===== src/rtl/uart_tx_fifo.sv =====
`default_nettype none
`timescale 1ns/1ps
// ============================================================================
// uart_tx_fifo : FIFO-buffered UART transmitter, start/data/[parity]/stop.
// Optional parity bit and iPARITY_ODD port: define UART_TX_PARITY_EN.
// Revision: 1.0
// ============================================================================
module uart_tx_fifo #(
  parameter int DATA_W       = 8,
  parameter int DEPTH        = 16,
  parameter int CLKS_PER_BIT = 434,
  parameter int STOP_BITS    = 1
) (
  input  logic                     iCLK_50,
  input  logic                     iRST,
  input  logic [DATA_W-1:0]        iDATA,
  input  logic                     iVALID,
`ifdef UART_TX_PARITY_EN
  input  logic                     iPARITY_ODD,
`endif
  output logic                     oREADY,
  output logic [$clog2(DEPTH):0]   oCOUNT,
  output logic                     oOVF,
  output logic                     oBUSY,
  output logic                     oUART_TXD
);

  localparam int AW       = $clog2(DEPTH);
  localparam int CNT_W    = AW + 1;
  localparam int BIT_W    = $clog2(DATA_W);
  localparam int BAUD_MAX = STOP_BITS * CLKS_PER_BIT;
  localparam int BAUD_W   = $clog2(BAUD_MAX);

  localparam logic [CNT_W-1:0]  C_DEPTH    = CNT_W'(DEPTH);
  localparam logic [BAUD_W-1:0] C_BIT_END  = BAUD_W'(CLKS_PER_BIT - 1);
  localparam logic [BAUD_W-1:0] C_STOP_END = BAUD_W'(BAUD_MAX - 1);
  localparam logic [BIT_W-1:0]  C_LAST_BIT = BIT_W'(DATA_W - 1);

  localparam logic [2:0] S_IDLE   = 3'd0;
  localparam logic [2:0] S_START  = 3'd1;
  localparam logic [2:0] S_DATA   = 3'd2;
`ifdef UART_TX_PARITY_EN
  localparam logic [2:0] S_PARITY = 3'd3;
`endif
  localparam logic [2:0] S_STOP   = 3'd4;

  logic [DATA_W-1:0] mem_q [DEPTH];
  logic [AW-1:0]     wr_ptr_q, wr_ptr_d;
  logic [AW-1:0]     rd_ptr_q, rd_ptr_d;
  logic [CNT_W-1:0]  count_q,  count_d;
  logic              ovf_q,    ovf_d;
  logic [2:0]        state_q,  state_d;
  logic [BAUD_W-1:0] baud_q,   baud_d;
  logic [BIT_W-1:0]  bit_q,    bit_d;
  logic [DATA_W-1:0] shift_q,  shift_d;
  logic              txd_q,    txd_d;
`ifdef UART_TX_PARITY_EN
  logic              par_q,    par_d;
`endif

  logic w_ready;
  logic w_push;
  logic w_pop;

  // Ready comes from the registered count only, so a pop never frees a slot
  // for a push in the same cycle.
  assign w_ready = (count_q < C_DEPTH);
  assign w_push  = iVALID && w_ready && !iRST;
  assign w_pop   = (state_q == S_IDLE) && (count_q != '0);

  always_comb begin
    wr_ptr_d = wr_ptr_q;
    rd_ptr_d = rd_ptr_q;
    count_d  = count_q;
    ovf_d    = ovf_q;
    state_d  = state_q;
    baud_d   = baud_q;
    bit_d    = bit_q;
    shift_d  = shift_q;
`ifdef UART_TX_PARITY_EN
    par_d    = par_q;
`endif

    if (w_push) wr_ptr_d = wr_ptr_q + AW'(1);
    if (w_pop)  rd_ptr_d = rd_ptr_q + AW'(1);

    case ({w_push, w_pop})
      2'b10:   count_d = count_q + CNT_W'(1);
      2'b01:   count_d = count_q - CNT_W'(1);
      default: count_d = count_q;
    endcase

    if (iVALID && !w_ready) ovf_d = 1'b1;

    case (state_q)
      S_IDLE: begin
        baud_d = '0;
        if (w_pop) begin
          shift_d = mem_q[rd_ptr_q];
`ifdef UART_TX_PARITY_EN
          par_d   = (^mem_q[rd_ptr_q]) ^ iPARITY_ODD;
`endif
          state_d = S_START;
        end
      end
      S_START: begin
        if (baud_q == C_BIT_END) begin
          baud_d  = '0;
          bit_d   = '0;
          state_d = S_DATA;
        end else begin
          baud_d = baud_q + BAUD_W'(1);
        end
      end
      S_DATA: begin
        if (baud_q == C_BIT_END) begin
          baud_d  = '0;
          shift_d = shift_q >> 1;
          if (bit_q == C_LAST_BIT) begin
`ifdef UART_TX_PARITY_EN
            state_d = S_PARITY;
`else
            state_d = S_STOP;
`endif
          end else begin
            bit_d = bit_q + BIT_W'(1);
          end
        end else begin
          baud_d = baud_q + BAUD_W'(1);
        end
      end
`ifdef UART_TX_PARITY_EN
      S_PARITY: begin
        if (baud_q == C_BIT_END) begin
          baud_d  = '0;
          state_d = S_STOP;
        end else begin
          baud_d = baud_q + BAUD_W'(1);
        end
      end
`endif
      S_STOP: begin
        if (baud_q == C_STOP_END) begin
          baud_d  = '0;
          state_d = S_IDLE;
        end else begin
          baud_d = baud_q + BAUD_W'(1);
        end
      end
      default: begin
        baud_d  = '0;
        state_d = S_IDLE;
      end
    endcase
  end

  // The line is registered from next-state so it changes exactly with state.
  always_comb begin
    txd_d = 1'b1;
    case (state_d)
      S_START:  txd_d = 1'b0;
      S_DATA:   txd_d = shift_d[0];
`ifdef UART_TX_PARITY_EN
      S_PARITY: txd_d = par_d;
`endif
      default:  txd_d = 1'b1;
    endcase
  end

  always_ff @(posedge iCLK_50) begin
    if (w_push) mem_q[wr_ptr_q] <= iDATA;
  end

  always_ff @(posedge iCLK_50) begin
    if (iRST) begin
      wr_ptr_q <= '0;
      rd_ptr_q <= '0;
      count_q  <= '0;
      ovf_q    <= 1'b0;
      state_q  <= S_IDLE;
      baud_q   <= '0;
      bit_q    <= '0;
      shift_q  <= '0;
      txd_q    <= 1'b1;
`ifdef UART_TX_PARITY_EN
      par_q    <= 1'b0;
`endif
    end else begin
      wr_ptr_q <= wr_ptr_d;
      rd_ptr_q <= rd_ptr_d;
      count_q  <= count_d;
      ovf_q    <= ovf_d;
      state_q  <= state_d;
      baud_q   <= baud_d;
      bit_q    <= bit_d;
      shift_q  <= shift_d;
      txd_q    <= txd_d;
`ifdef UART_TX_PARITY_EN
      par_q    <= par_d;
`endif
    end
  end

  assign oREADY    = w_ready;
  assign oCOUNT    = count_q;
  assign oOVF      = ovf_q;
  assign oBUSY     = (state_q != S_IDLE);
  assign oUART_TXD = txd_q;

endmodule
`default_nettype wire


===== config.mk =====
export PLATFORM = sky130hd
export DESIGN_NAME = uart_tx_fifo
export DESIGN_NICKNAME = d
export VERILOG_FILES = /design/src/rtl/uart_tx_fifo.sv
export SDC_FILE = /design/constraint.sdc
export NUM_CORES = 1
export LEC_CHECK = 0
export CAP_MARGIN = 30
export CORE_MARGIN = 4
export CORE_UTILIZATION = 55
export CTS_BUF_LIST = sky130_fd_sc_hd__clkbuf_8
export CTS_CLUSTER_DIAMETER = 100
export DETAILED_ROUTE_END_ITERATION = 8
export PLACE_DENSITY = 0.72
export SLEW_MARGIN = 20
export SYNTH_ARGS = -nofsm -noshare
export SYNTH_HDL_FRONTEND = slang
export SYNTH_SLANG_ARGS = --single-unit

===== constraint.sdc =====
create_clock -name iCLK_50 -period 3.44 [get_ports iCLK_50]
set_input_delay 0.86 -clock iCLK_50 [delete_from_list [all_inputs] [get_ports iCLK_50]]
set_output_delay 0.86 -clock iCLK_50 [all_outputs]
set_load 0.03 [all_outputs]

### Word-level counts from Yosys, hierarchy flattened

Memory sizes are Yosys's and may differ from the RTL's. A register that Yosys moved wholly into a read port is not among the register bits.
Index checks and enable logic that the tools add are counted.

| operators by class | value |
|---|---|
| add/subtract/negate cells | 6 |
| order comparisons | 1 |
| eq/ne operators | 13 |
| multiplexer cells | 19 |
| bitwise operators | 1 |
| reduce and logical (&&, ||, !) cells | 16 |

Operators by type and width:

| cell | number |
|---|---|
| 3-bit 2-to-1 mux | 8 |
| 8-bit 2-to-1 mux | 2 |
| 8-bit case mux with 2 select lines | 1 |
| 3-bit case mux with 4 select lines | 1 |
| 5-bit case mux with 2 select lines | 1 |
| 9-bit by 1-bit adder with 9-bit output (second input constant) | 1 |
| 9-bit equality test (second input constant) | 1 |
| 4-bit by 1-bit adder with 4-bit output (second input constant) | 2 |
| 4-bit 2-to-1 mux | 2 |
| 2-bit inequality test (second input constant) | 4 |
| 3-bit by 1-bit equality test with 1-bit output (second input constant) | 2 |
| 3-bit by 2-bit equality test with 1-bit output (second input constant) | 2 |
| 3-bit equality test (second input constant) | 2 |
| 3-bit case mux with 2 select lines | 1 |
| 2-bit nonzero test | 3 |
| 3-bit OR reduction | 2 |
| 5-bit by 1-bit adder with 5-bit output (second input constant) | 1 |
| 5-bit less-than comparator (second input constant) | 1 |
| 5-bit nonzero test | 1 |
| 5-bit by 1-bit subtractor with 5-bit output (second input constant) | 1 |
| 1-bit logical AND | 4 |
| 4-bit AND reduction | 1 |
| 3-bit by 1-bit adder with 3-bit output (second input constant) | 1 |
| 3-bit zero test | 1 |
| 8 further kinds | 10 |

| word-level totals | value |
|---|---|
| register bits after elaboration | 38 |
| memory bits (writable) | 128 |
| input port bits | 11 |
| output and inout bits | 9 |
| memories kept | 1 |

Memories:

| memory | depth | width | read ports | clocked after Yosys merged registers in | wr ports | RTL line | source |
|---|---|---|---|---|---|---|---|
| mem_q | 16 | 8 | 1 | 1 | 1 | 47 | `logic [DATA_W-1:0] mem_q [DEPTH];` |

### Depth between registers and ports, before layout

Gate-level depths: netlist (run 1).

| depth | value |
|---|---|
| word-level depth | 6 |
| gate-level depth with buffers | 11 |
| mapped depth without buffers | 10 |

### Worst setup path before layout (run 1)

Ideal clock, no wire load.

| timing path | value |
|---|---|
| path type | input to register |
| start point | in iVALID |
| end point | reg count_q[4], in the netlist oCOUNT[4] |
| setup time | 0.071 ns |
| data arrival time | 2.835 ns |
| required time | 3.369 ns |
| setup slack | 0.534 ns |
| cell stages on the path | 9 |
| path through | nor3b_2 -> inv_1 -> ha_1 -> fa_1 -> a21o_1 -> a21oi_1 -> xor2_1 -> or3_1 -> a21oi_1 |

| between the ends | value |
|---|---|
| longest elaborated chain between the ends | 4 |

Ends and longest elaborated chain:

| what | RTL line | source |
|---|---|---|
| start: declaration | 17 | `input logic iVALID,` |
| 1-bit logical AND (*) (2 in a row) | 68 | `assign w_push = iVALID && w_ready && !iRST;` |
| 2-bit by 1-bit equality test with 1-bit output or 2-bit equality test (tied branches) | 87 | `case ({w_push, w_pop})` |
| 5-bit case mux with 2 select lines or 2-bit nonzero test (tied branches) | n/a |  |
| end signal: assignment | 191 | `count_q <= count_d;` |
| end: declaration | 50 | `logic [CNT_W-1:0] count_q, count_d;` |

Every way passes the cells marked *; elsewhere a longest branch is shown, timed or not.
A chain may end at the register's enable or synchronous reset.

### Worst setup path after layout (run 1)

| timing path | value |
|---|---|
| start point | reg count_q[4], in the netlist oCOUNT[4] |
| end point | reg count_q[4], in the netlist oCOUNT[4] |

RTL lines:

| what | RTL line | source |
|---|---|---|
| 5-bit nonzero test (*) | 69 | `assign w_pop = (state_q == S_IDLE) && (count_q != '0);` |
| 1-bit logical AND (*) | 69 |  |
| via w_pop | 63 | `logic w_pop;` |
| 2-bit by 1-bit equality test with 1-bit output or 2-bit equality test (tied branches) | 87 |  |
| 5-bit case mux with 2 select lines or 2-bit nonzero test (tied branches) | n/a |  |

The timed path passes the listed nets; every way through them passes the cells marked *.

==> results of run 1 <==
metrics by stage:
stage / total power, uW / area, sq um / setup WS (ns)
4_1_cts: 5180 / 7710 / 0.449
2_1_floorplan: 3530 / 6880 / 0.534
6_report: 5140 / 7710 / 0.484
3_3_place_gp: 3850 / 7350 / 0.220
3_5_place_dp: 3900 / 7350 / 0.136
5_1_grt: 5450 / 7710 / 0.219
worst reg2reg max path: cells and delay by family (launching register included):
family,cells,cell delay [ns]
AND/OR/NAND/NOR,2,0.87
XOR/XNOR,1,0.11
flip-flops,1,0.38
adder cells (fa/ha/maj),2,0.77
AO/OA/AOI/OAI,4,0.76
synth_stat cells (7+ instances only):
| cell type | number | share of area |
|---|---|---|
| xor2_1 | 9 | 0.011 |
| xnor2_1 | 8 | 0.010 |
| dfxtp_1 | 42 | 0.12 |
| edfxtp_1 | 128 | 0.56 |
| inv_1 | 12 | 0.0065 |
| mux2_2 | 7 | 0.011 |
| clkbuf_1 | 10 | 0.0055 |
| nand2_1 | 15 | 0.0082 |
| ha_1 | 13 | 0.024 |
| nor2_1 | 46 | 0.025 |
| mux2i_1 | 10 | 0.015 |
| nor3_1 | 7 | 0.0051 |
| mux4_2 | 32 | 0.10 |
| a21oi_1 | 19 | 0.014 |
cell usage in the layout, fill, tap and decap left out, types with 7 or more instances in the layout:
cell type and instances:
nand2_1 15, mux2_2 7, inv_1 14, a21oi_1 19
mux2i_1 10, dfxtp_1 41, ha_1 13, edfxtp_1 128
clkbuf_8 17, nor2_1 46, xor2_1 9, clkdlybuf4s50_1 19
nor3_1 7, buf_4 23, mux4_2 32, xnor2_1 8
report_power, final:
part,internal [uW],switching (uW),total [uW]
Combinational,663,718,1380
Clock,572,720,1290
Sequential,2330,135,2460
Total,3560,1570,5140
how the worst min path moves through the flow:
stage                                     start                     to  slack, ns  depth (start not counted)
after floorplan            baud_q[0]$_SDFF_PP0_   baud_q[0]$_SDFF_PP0_       0.43                          1
after global placement    bit_q[1]$_SDFFE_PP0P_  bit_q[1]$_SDFFE_PP0P_       0.44                          2
after detailed placement  bit_q[1]$_SDFFE_PP0P_  bit_q[1]$_SDFFE_PP0P_       0.46                          2
after CTS                 bit_q[1]$_SDFFE_PP0P_  bit_q[1]$_SDFFE_PP0P_       0.47                          2
after global routing      bit_q[0]$_SDFFE_PP0P_  bit_q[0]$_SDFFE_PP0P_       0.50                          2
final                     bit_q[2]$_SDFFE_PP0P_  bit_q[2]$_SDFFE_PP0P_       0.47                          2
cell families (layout without fill, tap and decap cells):
family,count (synthesis),in the layout,share of synthesized area
compound gates,47,47,0.0422
xor+xnor,17,17,0.0216
mux,49,49,0.131
flops,170,170,0.681
buf+inv,33,86,0.0213
fa+ha+maj,14,14,0.0266
simple gates,104,104,0.0767
routing by layer:
layer	wire, um	up-vias	track usage
met5	0	-	0
met4	99	0	0.0558
met3	578	8	0.0485
met2	6170	98	0.297
met1	5520	1907	0.255
li1	-	1730	-
cell type report:
cell class | count | area (sq um) | share of cell area
clock buffer | 17 | 234 | 0.0303
timing repair buffer | 42 | 363 | 0.0470
tap | 168 | 210 | 0.0273
multi-input combinational | 231 | 2050 | 0.266
clock inverter | 15 | 125 | 0.0162
inverter | 12 | 45.0 | 0.00584
sequential | 170 | 4690 | 0.608
registers in the layout, indices dropped and copies added, names as in the netlist, named ones only:
register	count
baud_q	9
bit_q	3
mem_q	128
oCOUNT	5
oOVF	1
oUART_TXD	1
rd_ptr_q	4
shift_q	8
state_q	3
wr_ptr_q	4
==> results.cfg, run 1 <==
[sta]
finalCritPeriodShare = 0.859
hold_viol_final = 0
grt_setup_unrepaired = no
fin_skew_ns = 0.00879
drv_slew = 0
worstMarginPinSlew_ns = 0.873
fin_crit_ns = 2.96
fin_setup_tns_ns = 0
fin_hold_ws_ns = 0.466
max_slew_margin = 0.417
setup_viol_count_final = 0
fmax_ghz = 0.338

[cts]
cts_resized = 0
post_cts_buffers = 0
insertion_delay_ns = 0.45
htreeDepth = 4
cts_tree = built
clk_pin_slew_ns = 0.09
root_buffer = clkbuf_8
numCtsBuffers = 17
cts_buffer_depth = 2
holdBufCountCts = 0
clock_sinks = 170

[route]
final_antenna_net_count = 0
drtPass1Iterations = 5
initialDrtViolationCount = 498
drc_errors = 0
wl_mm = 12.4
wire_per_inst_um = 18.9
vias_per_cell = 5.71
vias = 3743

[finish]
n_fill_cell = 907
final_util = 0.637
final_nets = 499
diodes = 0
area_delta_synth_final_pct = 12.1
instances_no_fill = 655
drive_above_1_share = 0.201

[die]
rows = 40
dieArea_sq_mm = 0.0144
dieWidth_um = 120
fp.dieH_um = 120
io_pins = 20
core_sq_mm = 0.0121
start_util = 0.568

[pwr]
irDropWorstVdd_mv = 0.475
p_per_area_mw_per_mm2 = 666
cellLeakagePower_uw = 0.00251

[worst_setup_path]
critPathLaunchType = flop
end_kind = flop
reg2reg_depth = 9
cp.arrival_ns = 3.34
slowest_stage = nor4_1
startpoint = oCOUNT[4]$_SDFFE_PP0P_
path_buf_inv = 0
critPathTopFamily = simple AND/OR/NAND/NOR gates
crit_top_cell = a21oi_1
crit_end = oCOUNT[4]$_SDFFE_PP0P_
reg2reg_to = oCOUNT[4]$_SDFFE_PP0P_
path_class = flop to flop
cpPeakStageDelay_ns = 0.56
crit_path_max_fanout = 7
cp.required_ns = 3.82
crit_chain = nor4_1 > a21oi_2 > ha_1 > fa_1 > a21o_1 > a21oi_1 > xor2_1 > or3_1 > a21oi_1
r2r_slack_ns = 0.48
crit_cells = 9
r2r_start = oCOUNT[4]$_SDFFE_PP0P_

[synthesis]
ys_seq_area_frac = 0.681
syn_nets = 459
synthArstFlopShare = 0
ys_seq_elements = 170
synth_cell_types = 48
syn_area_sq_mm = 0.00688
avgSynthCellArea_sq_um = 15.9
synth_cells = 434
synthFlopType = edfxtp_1
synth_edf_count = 128
ys_warn_count = 0

[global_route]
grt_pass1_wl_mm = 20.1
grt-ovfl-total = 0
grt_max_degree = 33
grt_usage = 0.186
antenna_found_initial = 0
first_global_vias = 3744

[run_status]
outcome = finished, final reports clean

[worst_hold_path]
hold_class = flop to flop

[placed_design]
port_buffers = 19
dp_hpwl_mm = 8.23
place_inst = 623
gp_congestion = 0.795

[job]
drv_cap = 0
(Power assumes the default switching activity.)
==> run 2: changes to the inputs <==
ABC_CLOCK_PERIOD_IN_PS = 3440   (was not set)
CORE_ASPECT_RATIO = 1.5   (was not set)
==> run 2 against run 1 <==
- cell count shrank 1.4%
- via count shrank 0.75%
- total power grew 0.36%
- non-clock buffer count grew 6
- register-to-register slack lost 0.02 ns
- largest power group unchanged
==> results.cfg, run 2 (synthesized netlist as in run 1, its figures left out) <==
[run_status]
outcome = finished, final reports clean

[cts]
cts_resized = 0
clock_sinks = 170
root_buffer = clkbuf_8
cts_tree = built
numCtsBuffers = 17
post_cts_buffers = 0
insertion_delay_ns = 0.44
holdBufCountCts = 0
htreeDepth = 4
clk_pin_slew_ns = 0.09
cts_buffer_depth = 2

[placed_design]
gp_congestion = 0.845
dp_slack_ns = 0.166
dp_hpwl_mm = 8.68
port_buffers = 19
dpl_cell_area_sq_mm = 0.00739

[sta]
max_slew_margin = 0.402
worst_slack_ns = 0.461
worstMarginPinSlew_ns = 0.895
fin_skew_ns = 0.0159
fin_setup_tns_ns = 0
setup_viol_count_final = 0
grt_setup_unrepaired = no
finalCritPeriodShare = 0.866
hold_viol_final = 0
fin_crit_ns = 2.98
drv_slew = 0
fmax_ghz = 0.336

[global_route]
grt_usage = 0.187
grt-ovfl-total = 0
grt_pass1_wl_mm = 20.4
grt_max_degree = 33
antenna_found_initial = 0
first_global_vias = 3910

[finish]
final_area_sq_mm = 0.00777
largest_reg_flops = 128
final_cell_mix = edfxtp_1 (128), nor2_1 (46), dfxtp_1 (41)
diodes = 0
final_nets = 505
area_delta_synth_final_pct = 12.9
drive_above_1_share = 0.213
n_fill_cell = 883
layout_commonest_cell = edfxtp_1
reg.largest.list = mem_q (128), baud_q (9), shift_q (8)
top_register = mem_q

[route]
wire_per_inst_um = 19.1
drc_errors = 0
wl_mm = 12.4
final_antenna_net_count = 0
drtPass1Iterations = 4
vias = 3715
initialDrtViolationCount = 247
vias_per_cell = 5.75

[worst_setup_path]
end_kind = flop
critPathLaunchType = flop
path_buf_inv = 0
cpPeakStageDelay_ns = 0.60
crit_chain = nor4_1 > a21oi_2 > ha_1 > fa_1 > a21o_1 > a21oi_1 > xor2_1 > or3_1 > a21oi_1
cp.arrival_ns = 3.36
crit_path_max_fanout = 7
slowest_stage = nor4_1
crit_top_cell = a21oi_1
cp.required_ns = 3.82
critPathTopFamily = simple AND/OR/NAND/NOR gates
path_class = flop to flop

[job]
drv_cap = 0

[pwr]
p_per_area_mw_per_mm2 = 664
power_uw = 5150
seqPwrFrac = 0.481
cellLeakagePower_uw = 0.00254
clockPowerShare = 0.254
p_switching_uw = 1570
p_comb_frac = 0.265
switching_share = 0.304
irDropWorstVdd_mv = 0.319
internal_power_uw = 3590

[die]
core_sq_mm = 0.0121
dieWidth_um = 99.3
start_util = 0.567
rows = 49
fp.dieH_um = 145
dieArea_sq_mm = 0.0144
io_pins = 20

[worst_hold_path]
hold_class = flop to flop
[run 2: cell count changes in the layout (fill, tap and decap cells not counted), sizes merged]
cell | before | now
buf | 23 | 29
clkinv | 5 | 3
clkinvlp | 3 | 5
[run 2: tightest hold or removal path, cell delays in order, from the launching register on]
cell,delay [ns]
dfxtp_1,0.32
nand2_1,0.05
a21oi_1,0.05
[run 2: worst paths after layout]
path,to,start,depth (start not counted),slack (ns)
setup / recovery,oCOUNT[4]$_SDFFE_PP0P_,oCOUNT[4]$_SDFFE_PP0P_,9,0.46
hold reg to reg,bit_q[1]$_SDFFE_PP0P_,bit_q[1]$_SDFFE_PP0P_,2,0.47
hold / removal,bit_q[1]$_SDFFE_PP0P_,bit_q[1]$_SDFFE_PP0P_,2,0.47
setup reg to reg,oCOUNT[4]$_SDFFE_PP0P_,oCOUNT[4]$_SDFFE_PP0P_,9,0.46
[run 2: metrics by stage]
stage                util  hold WS [ns]  instances
CTS                 0.640         0.475        646
finish              0.640         0.471        646
floorplan               -         0.430        434
detailed placement  0.609         0.462        614
global placement    0.609         0.443        614
global route        0.640         0.497        646
[run 2: per-layer routing]
layer	up-vias	global-route usage	share of wire
met5	-	0	0
met4	0	0.0704	0.020
met3	20	0.0394	0.041
met2	76	0.330	0.55
met1	1871	0.223	0.39
li1	1748	-	-
[run 2: final cells by class]
type	instances	area, sq um	area share
clock buffer	17	234	0.0301
clock inverter	15	141	0.0182
inverter	12	45.0	0.00580
multi-input combinational	231	2050	0.264
sequential	170	4690	0.603
tap	153	191	0.0246
timing repair buffer	48	420	0.0541
[run 2: power by group through the flow]
stage	Sequential (uW)	Combinational (uW)	Clock, uW
6_report	2480	1370	1310
4_1_cts	2480	1380	1350
3_3_place_gp	2520	1340	0
2_1_floorplan	2510	1020	0
3_5_place_dp	2530	1380	0
5_1_grt	2500	1520	1440
